`src/rtl/riscv_pkg.sv`:
```
// Shared RV32I decode constants: opcodes, funct7 values and the ALU code map.
package riscv_pkg;

  localparam logic [6:0] OPC_OP     = 7'b0110011;
  localparam logic [6:0] OPC_OP_IMM = 7'b0010011;

  localparam logic [6:0] F7_BASE = 7'b0000000;
  localparam logic [6:0] F7_ALT  = 7'b0100000;

  // ALU operation codes; the ALU decodes the same values.
  localparam logic [4:0] ALU_NONE  = 5'd0;
  localparam logic [4:0] ALU_ADD   = 5'd1;
  localparam logic [4:0] ALU_ADDI  = 5'd2;
  localparam logic [4:0] ALU_OR    = 5'd3;
  localparam logic [4:0] ALU_ORI   = 5'd4;
  localparam logic [4:0] ALU_XOR   = 5'd5;
  localparam logic [4:0] ALU_XORI  = 5'd6;
  localparam logic [4:0] ALU_AND   = 5'd7;
  localparam logic [4:0] ALU_ANDI  = 5'd8;
  localparam logic [4:0] ALU_SUB   = 5'd9;
  localparam logic [4:0] ALU_SLT   = 5'd10;
  localparam logic [4:0] ALU_SLTI  = 5'd11;
  localparam logic [4:0] ALU_SLTU  = 5'd12;
  localparam logic [4:0] ALU_SLTIU = 5'd13;
  localparam logic [4:0] ALU_SLLI  = 5'd14;
  localparam logic [4:0] ALU_SRLI  = 5'd15;
  localparam logic [4:0] ALU_SRAI  = 5'd16;
  localparam logic [4:0] ALU_SLL   = 5'd17;
  localparam logic [4:0] ALU_SRL   = 5'd18;
  localparam logic [4:0] ALU_SRA   = 5'd19;

endpackage

```
`src/rtl/riscv_alu_ctrl_lut.sv`:
```
// Combinational OP/OP-IMM decode: instruction word to ALU code, immediate,
// operand-B select and illegal flag.
module riscv_alu_ctrl_lut
  import riscv_pkg::*;
(
  input  logic [31:0] i_instr,
  output logic [4:0]  o_alu_ctrl,
  output logic [31:0] o_imm,
  output logic        o_use_imm,
  output logic        o_illegal
);

  logic [6:0] w_opcode;
  logic [2:0] w_funct3;
  logic [6:0] w_funct7;

  assign w_opcode = i_instr[6:0];
  assign w_funct3 = i_instr[14:12];
  assign w_funct7 = i_instr[31:25];

  // Decode table; illegal encodings leave code/imm/use_imm at zero.
  always_comb begin
    o_alu_ctrl = ALU_NONE;
    o_imm      = 32'd0;
    o_use_imm  = 1'b0;
    o_illegal  = 1'b0;
    if (w_opcode == OPC_OP) begin
      unique case (w_funct3)
        3'b000: begin
          if (w_funct7 == F7_BASE)     o_alu_ctrl = ALU_ADD;
          else if (w_funct7 == F7_ALT) o_alu_ctrl = ALU_SUB;
          else                         o_illegal  = 1'b1;
        end
        3'b101: begin
          if (w_funct7 == F7_BASE)     o_alu_ctrl = ALU_SRL;
          else if (w_funct7 == F7_ALT) o_alu_ctrl = ALU_SRA;
          else                         o_illegal  = 1'b1;
        end
        default: begin
          if (w_funct7 != F7_BASE) begin
            o_illegal = 1'b1;
          end else begin
            unique case (w_funct3)
              3'b001:  o_alu_ctrl = ALU_SLL;
              3'b010:  o_alu_ctrl = ALU_SLT;
              3'b011:  o_alu_ctrl = ALU_SLTU;
              3'b100:  o_alu_ctrl = ALU_XOR;
              3'b110:  o_alu_ctrl = ALU_OR;
              default: o_alu_ctrl = ALU_AND;
            endcase
          end
        end
      endcase
    end else if (w_opcode == OPC_OP_IMM) begin
      o_use_imm = 1'b1;
      o_imm     = {{20{i_instr[31]}}, i_instr[31:20]};
      unique case (w_funct3)
        3'b000: o_alu_ctrl = ALU_ADDI;
        3'b010: o_alu_ctrl = ALU_SLTI;
        3'b011: o_alu_ctrl = ALU_SLTIU;
        3'b100: o_alu_ctrl = ALU_XORI;
        3'b110: o_alu_ctrl = ALU_ORI;
        3'b111: o_alu_ctrl = ALU_ANDI;
        3'b001: begin
          o_imm = {27'd0, i_instr[24:20]};
          if (w_funct7 == F7_BASE) o_alu_ctrl = ALU_SLLI;
          else                     o_illegal  = 1'b1;
        end
        default: begin
          o_imm = {27'd0, i_instr[24:20]};
          if (w_funct7 == F7_BASE)     o_alu_ctrl = ALU_SRLI;
          else if (w_funct7 == F7_ALT) o_alu_ctrl = ALU_SRAI;
          else                         o_illegal  = 1'b1;
        end
      endcase
    end else begin
      o_illegal = 1'b1;
    end
    // Illegal words carry no operation, immediate or operand select.
    if (o_illegal) begin
      o_alu_ctrl = ALU_NONE;
      o_imm      = 32'd0;
      o_use_imm  = 1'b0;
    end
  end

endmodule

```
`src/rtl/riscv_alu_decode.sv`:
```
// Registered instruction-to-ALU decode stage with valid/ready handshake and a
// transfer counter. Optional macro RISCV_DEC_ILLEGAL_EN emits illegal words
// with out_illegal set; otherwise they are accepted and silently dropped.
module riscv_alu_decode
  import riscv_pkg::*;
#(
  parameter int unsigned CNT_W = 16
) (
  input  logic             clk,
  input  logic             rst,
  input  logic             in_valid,
  output logic             in_ready,
  input  logic [31:0]      in_instr,
  output logic             out_valid,
  input  logic             out_ready,
  output logic [4:0]       out_alu_ctrl,
  output logic [4:0]       out_rs1,
  output logic [4:0]       out_rs2,
  output logic [4:0]       out_rd,
  output logic [31:0]      out_imm,
  output logic             out_use_imm,
`ifdef RISCV_DEC_ILLEGAL_EN
  output logic             out_illegal,
`endif
  output logic [CNT_W-1:0] dec_count
);

  logic [4:0]       w_alu_ctrl;
  logic [31:0]      w_imm;
  logic             w_use_imm;
  logic             w_illegal;
  logic             w_accept;
  logic             w_keep;

  logic             r_valid;
  logic [4:0]       r_alu_ctrl;
  logic [4:0]       r_rs1;
  logic [4:0]       r_rs2;
  logic [4:0]       r_rd;
  logic [31:0]      r_imm;
  logic             r_use_imm;
  logic             r_illegal;
  logic [CNT_W-1:0] r_cnt;

  riscv_alu_ctrl_lut u_lut (
    .i_instr    (in_instr),
    .o_alu_ctrl (w_alu_ctrl),
    .o_imm      (w_imm),
    .o_use_imm  (w_use_imm),
    .o_illegal  (w_illegal)
  );

  assign in_ready = !r_valid || out_ready;
  assign w_accept = in_valid && in_ready;

`ifdef RISCV_DEC_ILLEGAL_EN
  assign w_keep      = 1'b1;
  assign out_illegal = r_illegal;
`else
  assign w_keep = !w_illegal;
`endif

  // Output register and transfer counter; an accepted word that is dropped
  // still frees the slot, so out_valid follows w_keep on every accept.
  always_ff @(posedge clk or posedge rst) begin
    if (rst) begin
      r_valid    <= 1'b0;
      r_alu_ctrl <= '0;
      r_rs1      <= '0;
      r_rs2      <= '0;
      r_rd       <= '0;
      r_imm      <= '0;
      r_use_imm  <= 1'b0;
      r_illegal  <= 1'b0;
      r_cnt      <= '0;
    end else begin
      if (w_accept) begin
        r_valid <= w_keep;
        if (w_keep) begin
          r_alu_ctrl <= w_alu_ctrl;
          r_rs1      <= in_instr[19:15];
          // OP-IMM has no rs2; use_imm is set exactly for legal OP-IMM.
          r_rs2      <= w_use_imm ? 5'd0 : in_instr[24:20];
          r_rd       <= in_instr[11:7];
          r_imm      <= w_imm;
          r_use_imm  <= w_use_imm;
          r_illegal  <= w_illegal;
        end
      end else if (out_ready) begin
        r_valid <= 1'b0;
      end
      if (r_valid && out_ready) begin
        r_cnt <= r_cnt + CNT_W'(1);
      end
    end
  end

  assign out_valid    = r_valid;
  assign out_alu_ctrl = r_alu_ctrl;
  assign out_rs1      = r_rs1;
  assign out_rs2      = r_rs2;
  assign out_rd       = r_rd;
  assign out_imm      = r_imm;
  assign out_use_imm  = r_use_imm;
  assign dec_count    = r_cnt;

endmodule

```
`config.mk`:
```
export PLATFORM = sky130hd
export DESIGN_NAME = riscv_alu_decode
export DESIGN_NICKNAME = d
export VERILOG_FILES = /design/src/rtl/riscv_pkg.sv /design/src/rtl/riscv_alu_ctrl_lut.sv /design/src/rtl/riscv_alu_decode.sv
export SDC_FILE = /design/constraint.sdc
export NUM_CORES = 1
export LEC_CHECK = 0
export CAP_MARGIN = 20
export CORE_ASPECT_RATIO = 0.75
export CORE_UTILIZATION = 43
export DETAILED_ROUTE_END_ITERATION = 10
export PLACE_DENSITY = 0.8
export SYNTH_ARGS = -nofsm -noshare
export SYNTH_HDL_FRONTEND = slang
export SYNTH_SLANG_ARGS = --single-unit
```
`constraint.sdc`:
```
create_clock -name clk -period 2.13 [get_ports clk]
set_clock_uncertainty 0.1 [all_clocks]
set_input_delay 0.426 -clock clk [delete_from_list [all_inputs] [get_ports clk]]
set_output_delay 0.426 -clock clk [all_outputs]
set_load 0.05 [all_outputs]
```
# == Word level (Yosys, flattened, before mapping) ==
# Index checks and enable logic that the tools add are counted.
# classes
n_bitwise,1
n_reduce_logical,12
n_addsub,1
mux,30
n_eq_ne,10
# ops
cell,count
two-way mux 32 bit,3
two-way mux 5 bit,9
case mux 5 bit (7 select lines),1
case mux 5 bit (5 select lines),1
"adder 16 x 1 -> 16 bit, second input constant",1
"== test 7 x 6 -> 1 bit, second input constant",2
"== test 3 bit, second input constant",4
two-way mux 1 bit,12
case mux 5 bit (2 select lines),1
two-way mux 4 bit,2
"== test 7 x 5 -> 1 bit, second input constant",1
logical NOT 7 bit,1
nonzero test 7 bit,1
"== test 3 x 2 -> 1 bit, second input constant",2
OR reduction 6 bit,1
"== test 3 x 1 -> 1 bit, second input constant",1
logical NOT 3 bit,1
logical AND 1 bit,2
logical NOT 1 bit,2
case mux 1 bit (2 select lines),1
AND reduction 2 bit,1
nonzero test 2 bit,1
OR reduction 2 bit,1
logical OR 1 bit,1
NOT 1 bit,1
# totals
out_inout_bits,71
regBits,70

# == Logic depth before layout (Yosys ltp) ==
# Gate-level depths: netlist of run 1.
# logic_depth
depth_word,8
ltp_mapped,7
mapped_depth_nobuf,5

# == Cells and area by module ==
# From an unflattened synthesis of run 1, not the netlist that was laid out.
# hier_totals
hier_cells,273
area_unflattened_um2,3403.3
# modules_own_cells
mod,seq_area_each_um2,instances,cells_per_inst,area_each_um2
riscv_alu_decode,1751.7,1,185,2767.7
riscv_alu_ctrl_lut,0.0,1,88,635.6

# == Worst setup path after synthesis of run 1 ==
# No wires, ideal clock.
# synth_path
kind,register -> register
start,reg r_valid (netlist: out_valid)
end,reg r_alu_ctrl[3] (netlist: out_alu_ctrl[3])
slack_ns,-0.240
setup_time_ns,0.125
arrival_ns,2.144
required_ns,1.905
path_stages_with_launch,7
cell_sequence,dfrtp_1 nand2b_1 nand2_1 a211oi_2 nor2_2 buf_6 mux2_4
# synth_via
elab_chain_len,4
# synth_lines
item,line_no,text
from (decl),riscv_alu_decode.sv:35,logic r_valid;
from (signal assigned),riscv_alu_decode.sv:78,r_valid <= w_keep;
logical NOT 1 bit,riscv_alu_decode.sv:53,assign in_ready = !r_valid || out_ready;
logical OR 1 bit,riscv_alu_decode.sv:53,
named net in_ready,riscv_alu_decode.sv:12,"output logic in_ready,"
logical AND 1 bit,riscv_alu_decode.sv:54,assign w_accept = in_valid && in_ready;
AND reduction 2 bit (no source line),n/a,
to (signal assigned),riscv_alu_decode.sv:80,r_alu_ctrl <= w_alu_ctrl;
to (decl),riscv_alu_decode.sv:36,logic [4:0] r_alu_ctrl;
# The timed path passes the listed nets, and every way through them passes these cells.
# A chain may end at the register's enable or synchronous reset.

# == Worst setup path after layout of run 1 ==
# layout_path
start,in in_instr[14]
end,reg r_rs1[1] (netlist: out_rs1[1])
# layout_via
elab_chain_len,7
elab_cells_between_ends,16
cone_classes,eq/ne (7); mux (4); bitwise (1); reduce/logical (4)
# layout_lines
item,line_no,text
from (decl),riscv_alu_decode.sv:13,"input logic [31:0] in_instr,"
== test 3 x 2 -> 1 bit (tied with other cells),riscv_alu_ctrl_lut.sv:57,unique case (w_funct3)
OR reduction 6 bit (no source line),n/a,
case mux 1 bit (2 select lines),riscv_alu_ctrl_lut.sv:57,
two-way mux 1 bit,riscv_alu_ctrl_lut.sv:54,end else if (w_opcode == OPC_OP_IMM) begin
two-way mux 1 bit (*),riscv_alu_ctrl_lut.sv:27,if (w_opcode == OPC_OP) begin
NOT 1 bit (no source line) (*),n/a,
AND reduction 2 bit (no source line) (*),n/a,
to (signal assigned),riscv_alu_decode.sv:81,r_rs1 <= in_instr[19:15];
to (decl),riscv_alu_decode.sv:37,logic [4:0] r_rs1;
# Every way passes the cells marked *; elsewhere a longest branch is shown, timed or not.

==> results of run 1 <==
final timing paths:
check	startpoint	to	slack, ns
worst max-delay path	in_instr[14]	out_rs1[1]$_DFFE_PP0P_	-0.005
worst min-delay path	dec_count[15]$_DFFE_PP0P_	dec_count[15]$_DFFE_PP0P_	0.37
worst max register to register	out_valid$_DFFE_PP0P_	out_rs1[1]$_DFFE_PP0P_	0.29
worst min register to register	dec_count[15]$_DFFE_PP0P_	dec_count[15]$_DFFE_PP0P_	0.37
max in group asynchronous	rst	out_valid$_DFFE_PP0P_	1.32
min in group asynchronous	rst	out_rd[3]$_DFFE_PP0P_	0.38
per-layer routing:
metal	global-route usage	wire length, µm	vias up
li1	-	-	1090
met1	0.293	2960	1103
met2	0.362	3310	97
met3	0.0548	510	10
met4	0.0729	87	0
met5	0	0	-
through the flow:
stage                     utilization  TNS [ns]  setup slack (ns)  power (W)  area, µm²
after floorplan                     -         0            0.0746    0.00158       2640
after global placement          0.705    -15.79            -0.510    0.00198       4130
after detailed placement        0.705    -16.53            -0.583    0.00200       4130
after CTS                       0.745  -0.00395          -0.00395    0.00265       4360
after global routing            0.756    -0.198           -0.0370    0.00274       4430
final                           0.756  -0.00731          -0.00463    0.00264       4430
synthesized netlist by cell type (all sizes together), types with 2 or more instances:
library cell and number:
nor2 15, nor4 3, and2 2, or2 3
nand2 32, nor3 5, xor2 5, nand2b 3
xnor2 11, nand4 7, nor2b 5, o21ai 3
nand3 5, a211oi 2, mux2 16, inv 21
or3 2, clkbuf 4, mux2i 18, a21oi 3
dfrtp 50, buf 23, o211ai 2
repair_timing:
item / in CTS / in global routing
setup buffers: 8 / 2
pin swaps: 8 / 7
cloned: 2 / 0
endpoints found under the hold margin: 0 / 0
gates resized for setup: 19 / 14
hold buffers: 0 / 0
endpoints found under the setup margin: 35 / 25
report_power, final:
part           internal, W  leakage [nW]  switching (W)  total (W)
clock network     0.000350        0.0514       0.000312   0.000662
registers          0.00100         0.607      0.0000404    0.00104
logic             0.000397          1.63       0.000541   0.000938
critical path: stages:
cell             delay (ns)
clkdlybuf4s50_1        0.44
buf_4                  0.16
nand2b_1               0.17
nand3_2                0.11
nor4_4                 0.04
buf_6                  0.15
buf_12                 0.12
nor2_4                 0.24
mux2_2                 0.37
final cells by class:
type / instances / area share
multi-input combinational: 155 / 0.270
clock inverter: 2 / 0.00848
tap: 78 / 0.0221
clock buffer: 6 / 0.0164
timing repair buffer: 152 / 0.382
inverter: 21 / 0.0178
sequential: 50 / 0.283
cell families (layout without fill, tap and decap cells):
| group | count (synthesis) | in the layout | synth area share |
|---|---|---|---|
| compound gates | 16 | 16 | 0.0431 |
| mux | 34 | 34 | 0.152 |
| buf+inv | 48 | 181 | 0.103 |
| xor+xnor | 16 | 16 | 0.0531 |
| simple gates | 86 | 88 | 0.170 |
| fa+ha+maj | 1 | 1 | 0.00474 |
| flops | 50 | 50 | 0.474 |
registers in the layout, summed over array words and instances, names as in the netlist:
register,cells
out_valid,1
out_use_imm,1
out_rs2,5
out_rs1,5
out_alu_ctrl,5
dec_count,16
out_imm,12
out_rd,5
==> metrics.txt, run 1 <==
Synth area leader dfrtp_1; Antenna diodes 0; layout cells sized above 1 0.288; most frequent cells in the layout 69 x clkdlybuf4s50_1, 49 x dfrtp_1, 37 x buf_4, 32 x nand2_1, 25 x buf_12; sequential element share of the synthesized area 0.474; vias in the first global route 2,273; r2r worst-path depth 7; final setup fails 2; Req. time, crit path 2.23 ns; 1st-iter DRT viols about 140; final WL 6860 µm; number of synthesis warnings 0; min Tclk post-route 2.13 ns; root buf cell clkbuf_8; Num CTS Buffers 5; Reg area 1250 µm²; max-cap violations 0; Post-synth EDFFs 0; DR vias 2,300; fmax between 400 and 500 MHz; crit path DAT 2.24 ns; clock latency on the worst-skew pair between 0.3 and 0.4 ns; Synth Net Count 288; ranking of synthesized cells by area dfrtp_1 47%, mux2i_1 6.8%, mux2_4 6.3%; DR pass1 iterations 4; gr usage total 0.223; commonest non-fill, non-tap cell in the layout clkdlybuf4s50_1; fraction of registers with async set/reset 1.00; hold_ws 0.371 ns; critical path class primary input to register; clk sinks 50; Setup crit end kind register; pin count of the biggest net entering global routing 51; CP max FO 6; DR vias/cell 4.96; CTS tree built; HP Class register to register; Reg clk slew, reported paths 0.09 ns; antenna violations before repair 0; Final Non-Filler Cells 464; Netlist Area Pre-Place 2640 µm²; VDD IR max 0.339 mV; hold depth 1; Slew Viols, Final 0; DRC viols 0; Yosys cell types 42; row count 24; P_leak 2.29 nW; Fin. Hold Viols 0; RD Place Congestion 0.871; first-pass GRT wire length ~11,000 µm; Core ar. 5860 µm²; grt ovf 0; Yosys reg bits 50; crit share post-route 1.00; I/O pins ~110; Fill cells 373; unrepaired setup endpoints after global routing true; Inst Count DP between 400 and 500; dominant synthesized flop cell dfrtp_1; Area Overhead vs Synth 67.7%; Avg WL per Cell about 15 µm; worst-margin pin slew 0.524 ns; status finished, violations left; Multi-input gate area 1200 µm²; Synth top area share 0.474; Final Net Count 422; htree depth 2; CTS max path bufs 2; Final ANT Viol Nets 0; Die Ht 69.8 µm; placed wire-length estimate ~5000 µm; Buffers on Ports 106; Synth Area per Inst 10.5 µm²; Die ar. 6460 µm²; crit start category primary input; Mapped Cells 251; failing checks setup timing; PD cells 597 nW/µm²; Initial Util 0.451; worst setup margin -0.00463 ns; Max transition margin 0.650; die width between 90 and 100 µm
(Power assumes the default switching activity.)
==> run 2, diff against run 1 <==
Settings changed: CTS_CLUSTER_DIAMETER from default to 200, CTS_CLUSTER_SIZE from default to 30.
==> results of run 2 <==
No change in the layout: final DEF, timing and power equal those of run 1.
